File: src/rtl/riscv_dbg_pkg.sv
// Shared types for the debug run-control block: command opcodes, controller
// states and the GDB signal numbers reported back to the stub.
package riscv_dbg_pkg;

  typedef enum logic [2:0] {
    CMD_NOP    = 3'd0,
    CMD_HALT   = 3'd1,
    CMD_RESUME = 3'd2,
    CMD_STEP   = 3'd3,
    CMD_RESET  = 3'd4,
    CMD_BP_SET = 3'd5,
    CMD_BP_CLR = 3'd6
  } cmd_op_t;

  typedef enum logic [2:0] {
    RST,
    HREQ,
    HALTED,
    RLS,
    RUN,
    STEP
  } ctl_state_t;

  typedef logic [7:0] sig_t;

  localparam sig_t SIGINT  = 8'd2;
  localparam sig_t SIGILL  = 8'd4;
  localparam sig_t SIGTRAP = 8'd5;
  localparam sig_t SIGALRM = 8'd14;

  function automatic logic is_bp_op(input cmd_op_t op);
    return (op == CMD_BP_SET) || (op == CMD_BP_CLR);
  endfunction

endpackage

File: src/rtl/riscv_dbg_bp.sv
// Hardware breakpoint bank: BPN address/enable slots and a combinational
// full-width match of the retiring PC against every enabled slot.
module riscv_dbg_bp
  import riscv_dbg_pkg::*;
#(
  parameter int XLEN = 32,
  parameter int BPN  = 4,
  parameter int IDXW = 2
) (
  input  logic            clk,
  input  logic            rst,
  input  logic            wr_en,
  input  logic [IDXW-1:0] wr_idx,
  input  logic [XLEN-1:0] wr_adr,
  input  logic            wr_ena,
  input  logic [XLEN-1:0] ret_pc,
  output logic            hit
);

  logic [XLEN-1:0] adr_q [BPN];
  logic [BPN-1:0]  ena_q;

  // Indices past the last slot (non power-of-two BPN) match no slot and are dropped.
  always_ff @(posedge clk) begin
    if (rst) begin
      ena_q <= '0;
    end else if (wr_en) begin
      for (int i = 0; i < BPN; i++) begin
        if (wr_idx == IDXW'(i)) begin
          ena_q[i] <= wr_ena;
        end
      end
    end
  end

  always_ff @(posedge clk) begin
    if (wr_en) begin
      for (int i = 0; i < BPN; i++) begin
        if (wr_idx == IDXW'(i)) begin
          adr_q[i] <= wr_adr;
        end
      end
    end
  end

  always_comb begin
    hit = 1'b0;
    for (int i = 0; i < BPN; i++) begin
      if (ena_q[i] && (adr_q[i] == ret_pc)) begin
        hit = 1'b1;
      end
    end
  end

endmodule

File: src/rtl/riscv_dbg_ctrl.sv
// Run-control sequencer between the GDB stub command port and the CPU
// halt handshake; reports every stop and halt-timeout with a signal code.
module riscv_dbg_ctrl
  import riscv_dbg_pkg::*;
#(
  parameter  int XLEN    = 32,
  parameter  int BPN     = 4,
  parameter  int RST_CYC = 4,
  parameter  int TMO     = 1024,
  localparam int IDXW    = (BPN > 1) ? $clog2(BPN) : 1
) (
  input  logic            clk,
  input  logic            rst,
  input  logic            cmd_vld,
  output logic            cmd_rdy,
  input  logic [2:0]      cmd_op,
  input  logic [IDXW-1:0] cmd_idx,
  input  logic [XLEN-1:0] cmd_adr,
  output logic            dbg_req,
  input  logic            dbg_grt,
  output logic            cpu_rst,
  input  logic            ret_vld,
  input  logic [XLEN-1:0] ret_pc,
  input  logic            ret_ill,
  output logic            sts_vld,
  output logic [7:0]      sts_sig,
  output logic            sts_run
);

  localparam int RCW = $clog2(RST_CYC + 1);
  localparam int TCW = $clog2(TMO + 1);

  ctl_state_t     state_q, state_d;
  sig_t           pend_q, pend_d;
  logic           step_q, step_d;
  logic [RCW-1:0] rst_cnt_q;
  logic [TCW-1:0] tmo_cnt_q;
  logic           sts_vld_q;
  sig_t           sts_sig_q;
  logic           ev_vld;
  sig_t           ev_sig;
  cmd_op_t        op;
  logic           bp_wr;
  logic           bp_hit;

  assign op    = cmd_op_t'(cmd_op);
  assign bp_wr = cmd_vld && cmd_rdy && is_bp_op(op);

  riscv_dbg_bp #(
    .XLEN (XLEN),
    .BPN  (BPN),
    .IDXW (IDXW)
  ) u_bp (
    .clk    (clk),
    .rst    (rst),
    .wr_en  (bp_wr),
    .wr_idx (cmd_idx),
    .wr_adr (cmd_adr),
    .wr_ena (op == CMD_BP_SET),
    .ret_pc (ret_pc),
    .hit    (bp_hit)
  );

  // Stop causes in RUN are ranked illegal > breakpoint > HALT > RESET; a
  // command losing to a retire stop is still consumed.
  always_comb begin
    state_d = state_q;
    pend_d  = pend_q;
    step_d  = step_q;
    ev_vld  = 1'b0;
    ev_sig  = sts_sig_q;
    dbg_req = 1'b0;
    cmd_rdy = 1'b0;
    cpu_rst = 1'b0;
    sts_run = 1'b0;
    case (state_q)
      RST: begin
        cpu_rst = 1'b1;
        dbg_req = 1'b1;
        if (rst_cnt_q == RCW'(RST_CYC - 1)) begin
          state_d = HREQ;
          pend_d  = SIGTRAP;
        end
      end
      HREQ: begin
        dbg_req = 1'b1;
        if (dbg_grt) begin
          state_d = HALTED;
          ev_vld  = 1'b1;
          ev_sig  = pend_q;
        end else if (tmo_cnt_q == TCW'(TMO - 1)) begin
          ev_vld = 1'b1;
          ev_sig = SIGALRM;
        end
      end
      HALTED: begin
        dbg_req = 1'b1;
        cmd_rdy = 1'b1;
        if (cmd_vld) begin
          case (op)
            CMD_RESUME: begin
              state_d = RLS;
              step_d  = 1'b0;
            end
            CMD_STEP: begin
              state_d = RLS;
              step_d  = 1'b1;
            end
            CMD_RESET: state_d = RST;
            default:   state_d = HALTED;
          endcase
        end
      end
      RLS: begin
        if (!dbg_grt) begin
          state_d = step_q ? STEP : RUN;
        end
      end
      RUN: begin
        cmd_rdy = 1'b1;
        sts_run = 1'b1;
        if (ret_vld && ret_ill) begin
          state_d = HREQ;
          pend_d  = SIGILL;
        end else if (ret_vld && bp_hit) begin
          state_d = HREQ;
          pend_d  = SIGTRAP;
        end else if (cmd_vld && (op == CMD_HALT)) begin
          state_d = HREQ;
          pend_d  = SIGINT;
        end else if (cmd_vld && (op == CMD_RESET)) begin
          state_d = RST;
        end
      end
      STEP: begin
        sts_run = 1'b1;
        if (ret_vld) begin
          state_d = HREQ;
          pend_d  = ret_ill ? SIGILL : SIGTRAP;
        end
      end
      default: state_d = RST;
    endcase
  end

  // Counters restart on every entry into their state; the timeout saturates
  // so the alarm fires only once per halt request.
  always_ff @(posedge clk) begin
    if (rst) begin
      state_q   <= RST;
      pend_q    <= SIGTRAP;
      step_q    <= 1'b0;
      rst_cnt_q <= '0;
      tmo_cnt_q <= '0;
      sts_vld_q <= 1'b0;
      sts_sig_q <= SIGTRAP;
    end else begin
      state_q   <= state_d;
      pend_q    <= pend_d;
      step_q    <= step_d;
      rst_cnt_q <= ((state_q == RST) && (state_d == RST)) ? rst_cnt_q + RCW'(1) : '0;
      if ((state_q == HREQ) && (state_d == HREQ)) begin
        if (tmo_cnt_q != TCW'(TMO)) begin
          tmo_cnt_q <= tmo_cnt_q + TCW'(1);
        end
      end else begin
        tmo_cnt_q <= '0;
      end
      sts_vld_q <= ev_vld;
      if (ev_vld) begin
        sts_sig_q <= ev_sig;
      end
    end
  end

  assign sts_vld = sts_vld_q;
  assign sts_sig = sts_sig_q;

endmodule

File: config.mk
export PLATFORM = sky130hd
export DESIGN_NAME = riscv_dbg_ctrl
export DESIGN_NICKNAME = d
export VERILOG_FILES = /design/src/rtl/riscv_dbg_pkg.sv /design/src/rtl/riscv_dbg_bp.sv /design/src/rtl/riscv_dbg_ctrl.sv
export SDC_FILE = /design/constraint.sdc
export NUM_CORES = 1
export LEC_CHECK = 0
export BUFFER_PORTS_ARGS = -buffer_cell sky130_fd_sc_hd__buf_2
export CORE_MARGIN = 5
export CORE_UTILIZATION = 40
export DETAILED_ROUTE_END_ITERATION = 16
export GPL_ROUTABILITY_DRIVEN = 0
export PLACE_DENSITY_LB_ADDON = 0.25
export SLEW_MARGIN = 25
export SYNTH_ARGS = -nofsm -noshare
export SYNTH_HDL_FRONTEND = slang
export SYNTH_SLANG_ARGS = --single-unit
File: constraint.sdc
create_clock -name clk -period 4.7 [get_ports clk]
set_input_delay 0.94 -clock clk [delete_from_list [all_inputs] [get_ports clk]]
set_output_delay 0.94 -clock clk [all_outputs]
set_load 0.02 [all_outputs]
==> impl_metrics.json, run 1 <==
{
  "status": "completed",
  "hold_path_class": "reg -> reg",
  "final.setup.worst_slack_ps": 1750,
  "num-fill-cells": 1461,
  "grt_max_degree": 34,
  "ys_seq_elements": 158,
  "antenna_found_initial": 3,
  "cp-end-kind": "flip-flop",
  "rsz0062_at_grt": "no",
  "synthCells": 484,
  "routed_wirelength_um": 15000,
  "num_vias": 4019,
  "cts_buffer_depth": 2,
  "layout_commonest_cell": "edfxtp_1",
  "htreeDepth": 4,
  "power_switching_share_pct": 20.9,
  "dp.final_hpwl_um": 11100,
  "syn_avg_cell_area_um2": 13.9,
  "dpl_cell_area_um2": 7430,
  "drt_iter0_drc": 176,
  "max_freq_mhz": 339,
  "cts.sinks": 158,
  "cts_tree": "built",
  "hold_buffers": 0,
  "power.density_nw_per_um2": 380,
  "place_ws_ps": 1330,
  "grt_pass1_wl_um": 23100,
  "synth_area_um2": 6730,
  "ios": 88,
  "synth-edff-count": 128,
  "grt_pass1_vias": 4150,
  "die_y_um": 140,
  "cts_inserted_buffers": 17,
  "power_mw": 3.05,
  "core_area_um2": 16500,
  "synthArstFlopShare_pct": 0,
  "yosys_warnings": 0,
  "fin_util_pct": 48.5,
  "vias_per_cell": 4.93,
  "critPathLaunchType": "input pin",
  "fin_crit_sh_pct": 62.8,
  "combPwrFrac_pct": 5.7,
  "clkTransAtPathRegs_ps": 60,
  "crit_required_ps": 5010,
  "track_usage_pct": 15.8,
  "antenna_violating_nets_post_route": 0,
  "final_cell_mix": "edfxtp_1 (128), xor2_1 (90), buf_2 (83), xnor2_1 (47), nor2_1 (31)",
  "cts_resized": 0,
  "grt_overflow_total": 0,
  "vdd_drop_max_v": 0.000257,
  "dieArea_um2": 19500,
  "finalClockSkew_ps": 10.0,
  "switching_power_mw": 0.636,
  "maxCapViolCount": 0,
  "clkLatencyLatePin_ps": 420,
  "io_buffers": 83,
  "drtPass1Iterations": 4,
  "tightest_slew_ps": 883,
  "areaGrowthSynthToFinish_pct": 19.1,
  "leakagePower_nw": 2.80,
  "arrival_ps": 3260,
  "critPathKind": "in -> reg",
  "final_layout_size_suffix_gt1_share_pct": 20.5,
  "post-cts-setup-buffer-count": 0,
  "power_frac_clock_pct": 44.2,
  "initial_utilization_pct": 40.7,
  "fp.dieW_um": 140,
  "core.rowCount": 47,
  "cts_root_buf": "clkbuf_16",
  "fin_area_um2": 8010,
  "sequentialPowerShare_pct": 50.1,
  "fin_nets": 660,
  "synth_ff_type": "edfxtp_1",
  "final_hold_viol_count": 0,
  "drc": 0,
  "slew_headroom_pct": 41.0,
  "min_period_ps": 2950,
  "wl_per_cell_um": 18.4,
  "finalMaxSlewViolations": 0,
  "synth_cell_types": 44,
  "fin_tns_setup_ps": 0,
  "finalSetupViolCount": 0,
  "ys_seq_area_share_pct": 66.1,
  "crit_fanout": 6,
  "p_int_mw": 2.41
}
==> path summary, 6_finish.rpt <==
kind / startpoint / endpoint / slack, ps / cells after the start
max: ret_pc[6] / pend_q[0] / 1750 / 9
min: rst_cnt_q[0] / rst_cnt_q[0] / 420 / 1
max reg2reg: state_q[2] / u_bp.adr_q[1][26] / 1940 / 6
min reg2reg: rst_cnt_q[0] / rst_cnt_q[0] / 420 / 1
==> cell usage after synthesis, types with 2 or more instances <==
cell	n	area [um^2]
nand3_1	12	60.1
clkbuf_1	6	22.5
dfxtp_1	30	601
nand2_1	17	63.8
and3b_1	2	17.5
nor3_1	10	50.1
nand4_1	14	87.6
nor3b_1	3	22.5
o211ai_1	2	15.0
a21oi_1	11	55.1
inv_1	6	22.5
nand2b_1	6	37.5
mux2i_1	3	30.0
ha_1	4	50.1
o21ai_0	4	20.0
nor4_1	25	156
xor2_1	90	788
edfxtp_1	128	3840
and3_1	4	25.0
nor2_1	33	124
nor2b_1	2	12.5
xnor2_1	47	412
buf_4	4	30.0
==> routing by layer <==
| metal | vias up | share of wire, % | global-route usage, % |
|---|---|---|---|
| met1 | 1935 | 43 | 19.7 |
| met3 | 24 | 5.8 | 5.11 |
| met2 | 108 | 49 | 25.7 |
| met5 | - | 0.19 | 0 |
| met4 | 4 | 1.9 | 5.92 |
| li1 | 1948 | - | - |
==> registers in the layout, indices dropped and copies added (netlist names) <==
register    count
u_bp.adr_q    128
tmo_cnt_q      11
sts_sig         4
u_bp.ena_q      4
pend_q          3
rst_cnt_q       3
state_q         3
step_q          1
sts_vld         1
==> cells by family after synthesis <==
| family | share of synthesized area (%) |
|---|---|
| AOI/OAI and AO/OA | 3.07 |
| DFF | 66.1 |
| other | 0.0558 |
| muxes | 0.614 |
| adders and majority gates | 0.744 |
| buffers and inverters | 1.36 |
| xor gates and xnor gates | 17.8 |
| and+or+nand+nor | 10.2 |
==> power groups by stage <==
| stage | Sequential, mW | Clock [mW] | Combinational (mW) |
|---|---|---|---|
| after detailed placement | 1.56 | 0 | 0.176 |
| final | 1.53 | 1.35 | 0.175 |
| after floorplan | 1.55 | 0 | 0.0879 |
| after global placement | 1.56 | 0 | 0.171 |
| after global routing | 1.53 | 1.44 | 0.194 |
| after CTS | 1.53 | 1.38 | 0.178 |
==> cell type report <==
class | instances | area [um^2] | share of cell area, %
Inverter | 6 | 22.5 | 0.281
Timing Repair Buffer | 87 | 465 | 5.81
Multi-Input combinational cell | 311 | 2220 | 27.7
Clock inverter | 14 | 150 | 1.87
Tap cell | 220 | 275 | 3.44
Clock buffer | 18 | 429 | 5.36
Antenna cell | 2 | 5.00 | 0.0625
Sequential cell | 158 | 4440 | 55.5
==> stage by stage <==
stage	cells	hold slack, ps
floorplan	487	399
global placement	781	407
detailed placement	782	418
CTS	814	427
global route	815	443
finish	816	422
==> critical path, cell delays in order <==
cell,delay [ps]
buf_2,140
xor2_1,180
nor4_1,630
nand4_1,170
nor4_1,380
o41a_1,370
a21o_2,140
a32oi_1,80
or2_1,220
(Power assumes the default switching activity.)
==> run 2: changes to the inputs <==
Clock period 4.7 ns to 2.7 ns, I/O delays scaled along.
==> impl_metrics.json, run 2 (synthesized netlist as in run 1, its figures left out) <==
{
  "status": "completed",
  "hold_buffers": 0,
  "finalMaxSlewViolations": 0,
  "grt_pass1_wl_um": 23400,
  "antenna_violating_nets_post_route": 0,
  "final_cell_mix": "edfxtp_1 (128), xor2_1 (90), buf_2 (83), xnor2_1 (47), nor2_1 (31)",
  "die_y_um": 140,
  "maxCapViolCount": 0,
  "cp_common_cell": "nor4_1",
  "cp_cell_sequence": "xor2_1 > nor4_1 > nand4_1 > nor4_1 > o41a_1 > buf_4 > o31ai_1 > a32oi_1 > or2_1",
  "track_usage_pct": 15.9,
  "grt_max_degree": 34,
  "max_freq_mhz": 399,
  "hold_slack_ps": 338,
  "tightest_slew_ps": 878,
  "fin_crit_sh_pct": 92.8,
  "fin_nets": 666,
  "arrival_ps": 2870,
  "final_layout_size_suffix_gt1_share_pct": 21.3,
  "areaGrowthSynthToFinish_pct": 20.4,
  "critPathLaunchType": "flip-flop",
  "slew_headroom_pct": 41.2,
  "cts_root_buf": "clkbuf_16",
  "vias_per_cell": 4.89,
  "dp.final_hpwl_um": 10900,
  "layout_commonest_cell": "edfxtp_1",
  "wl_per_cell_um": 18.3,
  "cts_resized": 0,
  "finalClockSkew_ps": 5.35,
  "regMostFlops": "u_bp.adr_q",
  "critPathMaxStageDelay_ps": 600,
  "clkTransAtPathRegs_ps": 60,
  "cp_slowest_cell": "nor4_1",
  "cts.sinks": 158,
  "vdd_drop_max_v": 0.000429,
  "drt_iter0_drc": 238,
  "power_mw": 5.35,
  "core.rowCount": 47,
  "critPathKind": "reg -> reg",
  "io_buffers": 83,
  "rsz0062_at_grt": "no",
  "cts_inserted_buffers": 17,
  "ios": 88,
  "crit_fanout": 5,
  "cts_tree": "built",
  "fp.dieW_um": 140,
  "post-cts-setup-buffer-count": 0,
  "largest_reg_flops": 128,
  "core_area_um2": 16500,
  "final_hold_viol_count": 0,
  "grt_pass1_vias": 4302,
  "grt_overflow_total": 0,
  "reg_top3": "u_bp.adr_q: 128 flops, tmo_cnt_q: 11 flops",
  "antenna_found_initial": 3,
  "clkLatencyLatePin_ps": 410,
  "dpl_cell_area_um2": 7510,
  "htreeDepth": 4,
  "routed_wirelength_um": 15000,
  "initial_utilization_pct": 40.7,
  "crit_required_ps": 3060,
  "drc": 0,
  "num_vias": 4017,
  "min_period_ps": 2510,
  "power.density_nw_per_um2": 661,
  "cts_buffer_depth": 2,
  "dieArea_um2": 19500,
  "finalSetupViolCount": 0,
  "leakagePower_nw": 2.85,
  "fin_area_um2": 8100,
  "drtPass1Iterations": 4,
  "hold_path_class": "in -> reg",
  "cp-end-kind": "flip-flop"
}
run 2: cell count changes in the layout (fill, tap and decap cells not counted), moves of 2 or more:
cell,change
buf_12,+4
clkbuf_1,+4
buf_4,+3
clkinv_1,-3
clkbuf_8,+2
clkinvlp_4,-2
run 2: final cells by class:
type	instances	area [um^2]
diodes	2	5.00
well taps	220	275
flip-flops and latches	158	4440
repair buffers	93	541
inverters	6	22.5
multi-input cells	311	2230
clock inverters	8	115
clock buffers	24	472
fillers	1452	8420
run 2: routing by layer:
layer / GRT usage, % / vias up / part of all wire, %
met2: 25.7 / 93 / 48
li1: - / 1960 / -
met4: 6.22 / 4 / 2.2
met5: 0 / - / 0.12
met1: 19.8 / 1929 / 43
met3: 5.01 / 31 / 5.7
run 2: critical path, delay by kind of cell (launching register included):
family / cells / cell delay [ps]
xor gates and xnor gates: 1 / 160
AOI/OAI and AO/OA: 3 / 490
DFF: 1 / 400
and+or+nand+nor: 4 / 1240
buffers and inverters: 1 / 170
run 2: power breakdown:
group | total (mW) | switching [mW] | internal, mW
registers | 2.66 | 0.0136 | 2.64
clock network | 2.38 | 0.888 | 1.50
logic | 0.309 | 0.185 | 0.124
total | 5.35 | 1.09 | 4.26
run 2: path summary, 6_finish.rpt:
check / from / end / slack (ps) / cells past startpoint
setup reg to reg: u_bp.adr_q[1][6] / pend_q[0] / 190 / 9
hold / removal: cmd_adr[5] / u_bp.adr_q[3][5] / 340 / 1
hold reg to reg: rst_cnt_q[0] / rst_cnt_q[0] / 420 / 1
setup / recovery: u_bp.adr_q[1][6] / pend_q[0] / 190 / 9
run 2: per-stage QoR:
stage / setup TNS (ps) / cells / utilization (%) / setup slack, ps
after global routing: 0 / 821 / 49.0 / 113
after global placement: -2.47 / 788 / 45.4 / -2.47
final: 0 / 822 / 49.0 / 194
after floorplan: 0 / 487 / - / 37.6
after CTS: 0 / 820 / 49.0 / 222
after detailed placement: -81.2 / 788 / 45.4 / -61.7
==> run 3: changes to the inputs <==
Clock period 2.7 ns to 2.23 ns, I/O delays scaled along.
==> impl_metrics.json, run 3 (synthesized netlist as in run 1, its figures left out) <==
{
  "antenna_found_initial": 0,
  "dp.final_hpwl_um": 11500,
  "critPathMaxStageDelay_ps": 490,
  "vdd_drop_max_v": 0.000624,
  "cp_cell_sequence": "xnor2_2 > nand4_1 > nor4_2 > and3_4 > o41a_1 > buf_6 > o41ai_2 > a32oi_1 > or2_1",
  "finalMaxSlewViolations": 0,
  "maxCapViolCount": 0,
  "place_ws_ps": -377,
  "track_usage_pct": 16.0,
  "crit_required_ps": 2540,
  "wl_per_cell_um": 18.2,
  "final.setup.worst_slack_ps": -164,
  "rsz0062_at_grt": "yes",
  "critPathLaunchType": "flip-flop",
  "clkTransAtPathRegs_ps": 60,
  "grt_pass1_vias": 4412,
  "core_area_um2": 16500,
  "leakagePower_nw": 3.04,
  "grt_max_degree": 34,
  "finalClockSkew_ps": 5.04,
  "r2r_start": "u_bp.adr_q[3][20]",
  "rrSetupSlack_ps": -160,
  "power.density_nw_per_um2": 756,
  "io_buffers": 83,
  "grt_pass1_wl_um": 23700,
  "cts.sinks": 158,
  "die_y_um": 140,
  "seq_area_um2": 4440,
  "cp_top_family": "compound AO/OA/AOI/OAI gates",
  "dieArea_um2": 19500,
  "cp-end-kind": "flip-flop",
  "cts_root_buf": "clkbuf_16",
  "routed_wirelength_um": 15500,
  "final_layout_size_suffix_gt1_share_pct": 29.9,
  "crit_buf_inv": 1,
  "final_hold_viol_count": 0,
  "areaGrowthSynthToFinish_pct": 27.3,
  "ios": 88,
  "antenna_violating_nets_post_route": 0,
  "power_mw": 6.47,
  "grt_overflow_total": 0,
  "arrival_ps": 2700,
  "min_period_ps": 2390,
  "min_from": "cmd_adr[20]",
  "fp.dieW_um": 140,
  "slew_headroom_pct": 66.8,
  "fin_util_pct": 51.8,
  "drtPass1Iterations": 4,
  "final_cell_mix": "edfxtp_1 (128), xor2_1 (83), buf_2 (83), xnor2_1 (46), buf_4 (31)",
  "critPathKind": "reg -> reg",
  "crit_fanout": 4,
  "fin_crit_sh_pct": 107,
  "num-fill-cells": 1417,
  "clkLatencyLatePin_ps": 420,
  "drc": 0,
  "multi_input_area_um2": 2430,
  "tightest_slew_ps": 493,
  "reg_top3": "u_bp.adr_q: 128 flops, tmo_cnt_q: 11 flops",
  "htreeDepth": 4,
  "violations": "setup timing",
  "num_vias": 4171,
  "hold_slack_ps": 237,
  "max_freq_mhz": 418,
  "regMostFlops": "u_bp.adr_q",
  "core.rowCount": 47,
  "largest_reg_flops": 128,
  "fin_nets": 695,
  "critical_path.startpoint": "u_bp.adr_q[3][20]",
  "finalSetupViolCount": 3,
  "drt_iter0_drc": 261,
  "initial_utilization_pct": 40.7,
  "cts_buffer_depth": 2,
  "cp_slowest_cell": "o41a_1",
  "vias_per_cell": 4.91,
  "cts_tree": "built",
  "layout_commonest_cell": "edfxtp_1",
  "hold_path_class": "in -> reg",
  "cts_inserted_buffers": 17,
  "status": "finished with violations"
}
-- run 3: worst paths after layout --
check / endpoint / cells past startpoint
max reg2reg: pend_q[0] / 9
min reg2reg: rst_cnt_q[0] / 1
max: pend_q[0] / 9
min: u_bp.adr_q[0][20] / 1
-- run 3: cell type report --
class | instances | share of cell area (%)
clock inverters | 10 | 0.862
flip-flops and latches | 158 | 51.9
repair buffers | 122 | 9.24
multi-input cells | 311 | 28.4
clock buffers | 22 | 6.05
diodes | 1 | 0.0292
well taps | 220 | 3.22
inverters | 6 | 0.263
-- run 3: repair_timing --
item | in CTS | in global routing
hold buffers | 0 | 0
cloned | 0 | 0
gates resized for setup | 6 | 26
setup endpoints to repair | 5 | 6
buffers inserted | 0 | 1
pin swaps | 0 | 15
-- run 3: metrics by stage --
stage	setup TNS [ps]	instances	instance area, um^2
after global placement	-1320	818	7780
after CTS	-182	850	8410
after detailed placement	-1490	818	7780
after global routing	-725	849	8560
final	-310	850	8560
after floorplan	-6480	487	6790
-- run 3: metal layers --
metal  GRT usage, %  part of all wire [%]  vias to the layer above
met2           27.4                    51                      106
met3           4.70                   5.3                       19
li1               -                     -                     2014
met4           5.05                   1.3                        0
met5              0                     0                        -
met1           19.4                    42                     2032
-- run 3: report_power, final --
part	leakage [nW]	internal, mW	switching (mW)
registers	1.39	3.20	0.0139
logic	1.35	0.187	0.252
clock network	0.293	1.66	1.16
total	3.04	5.05	1.42
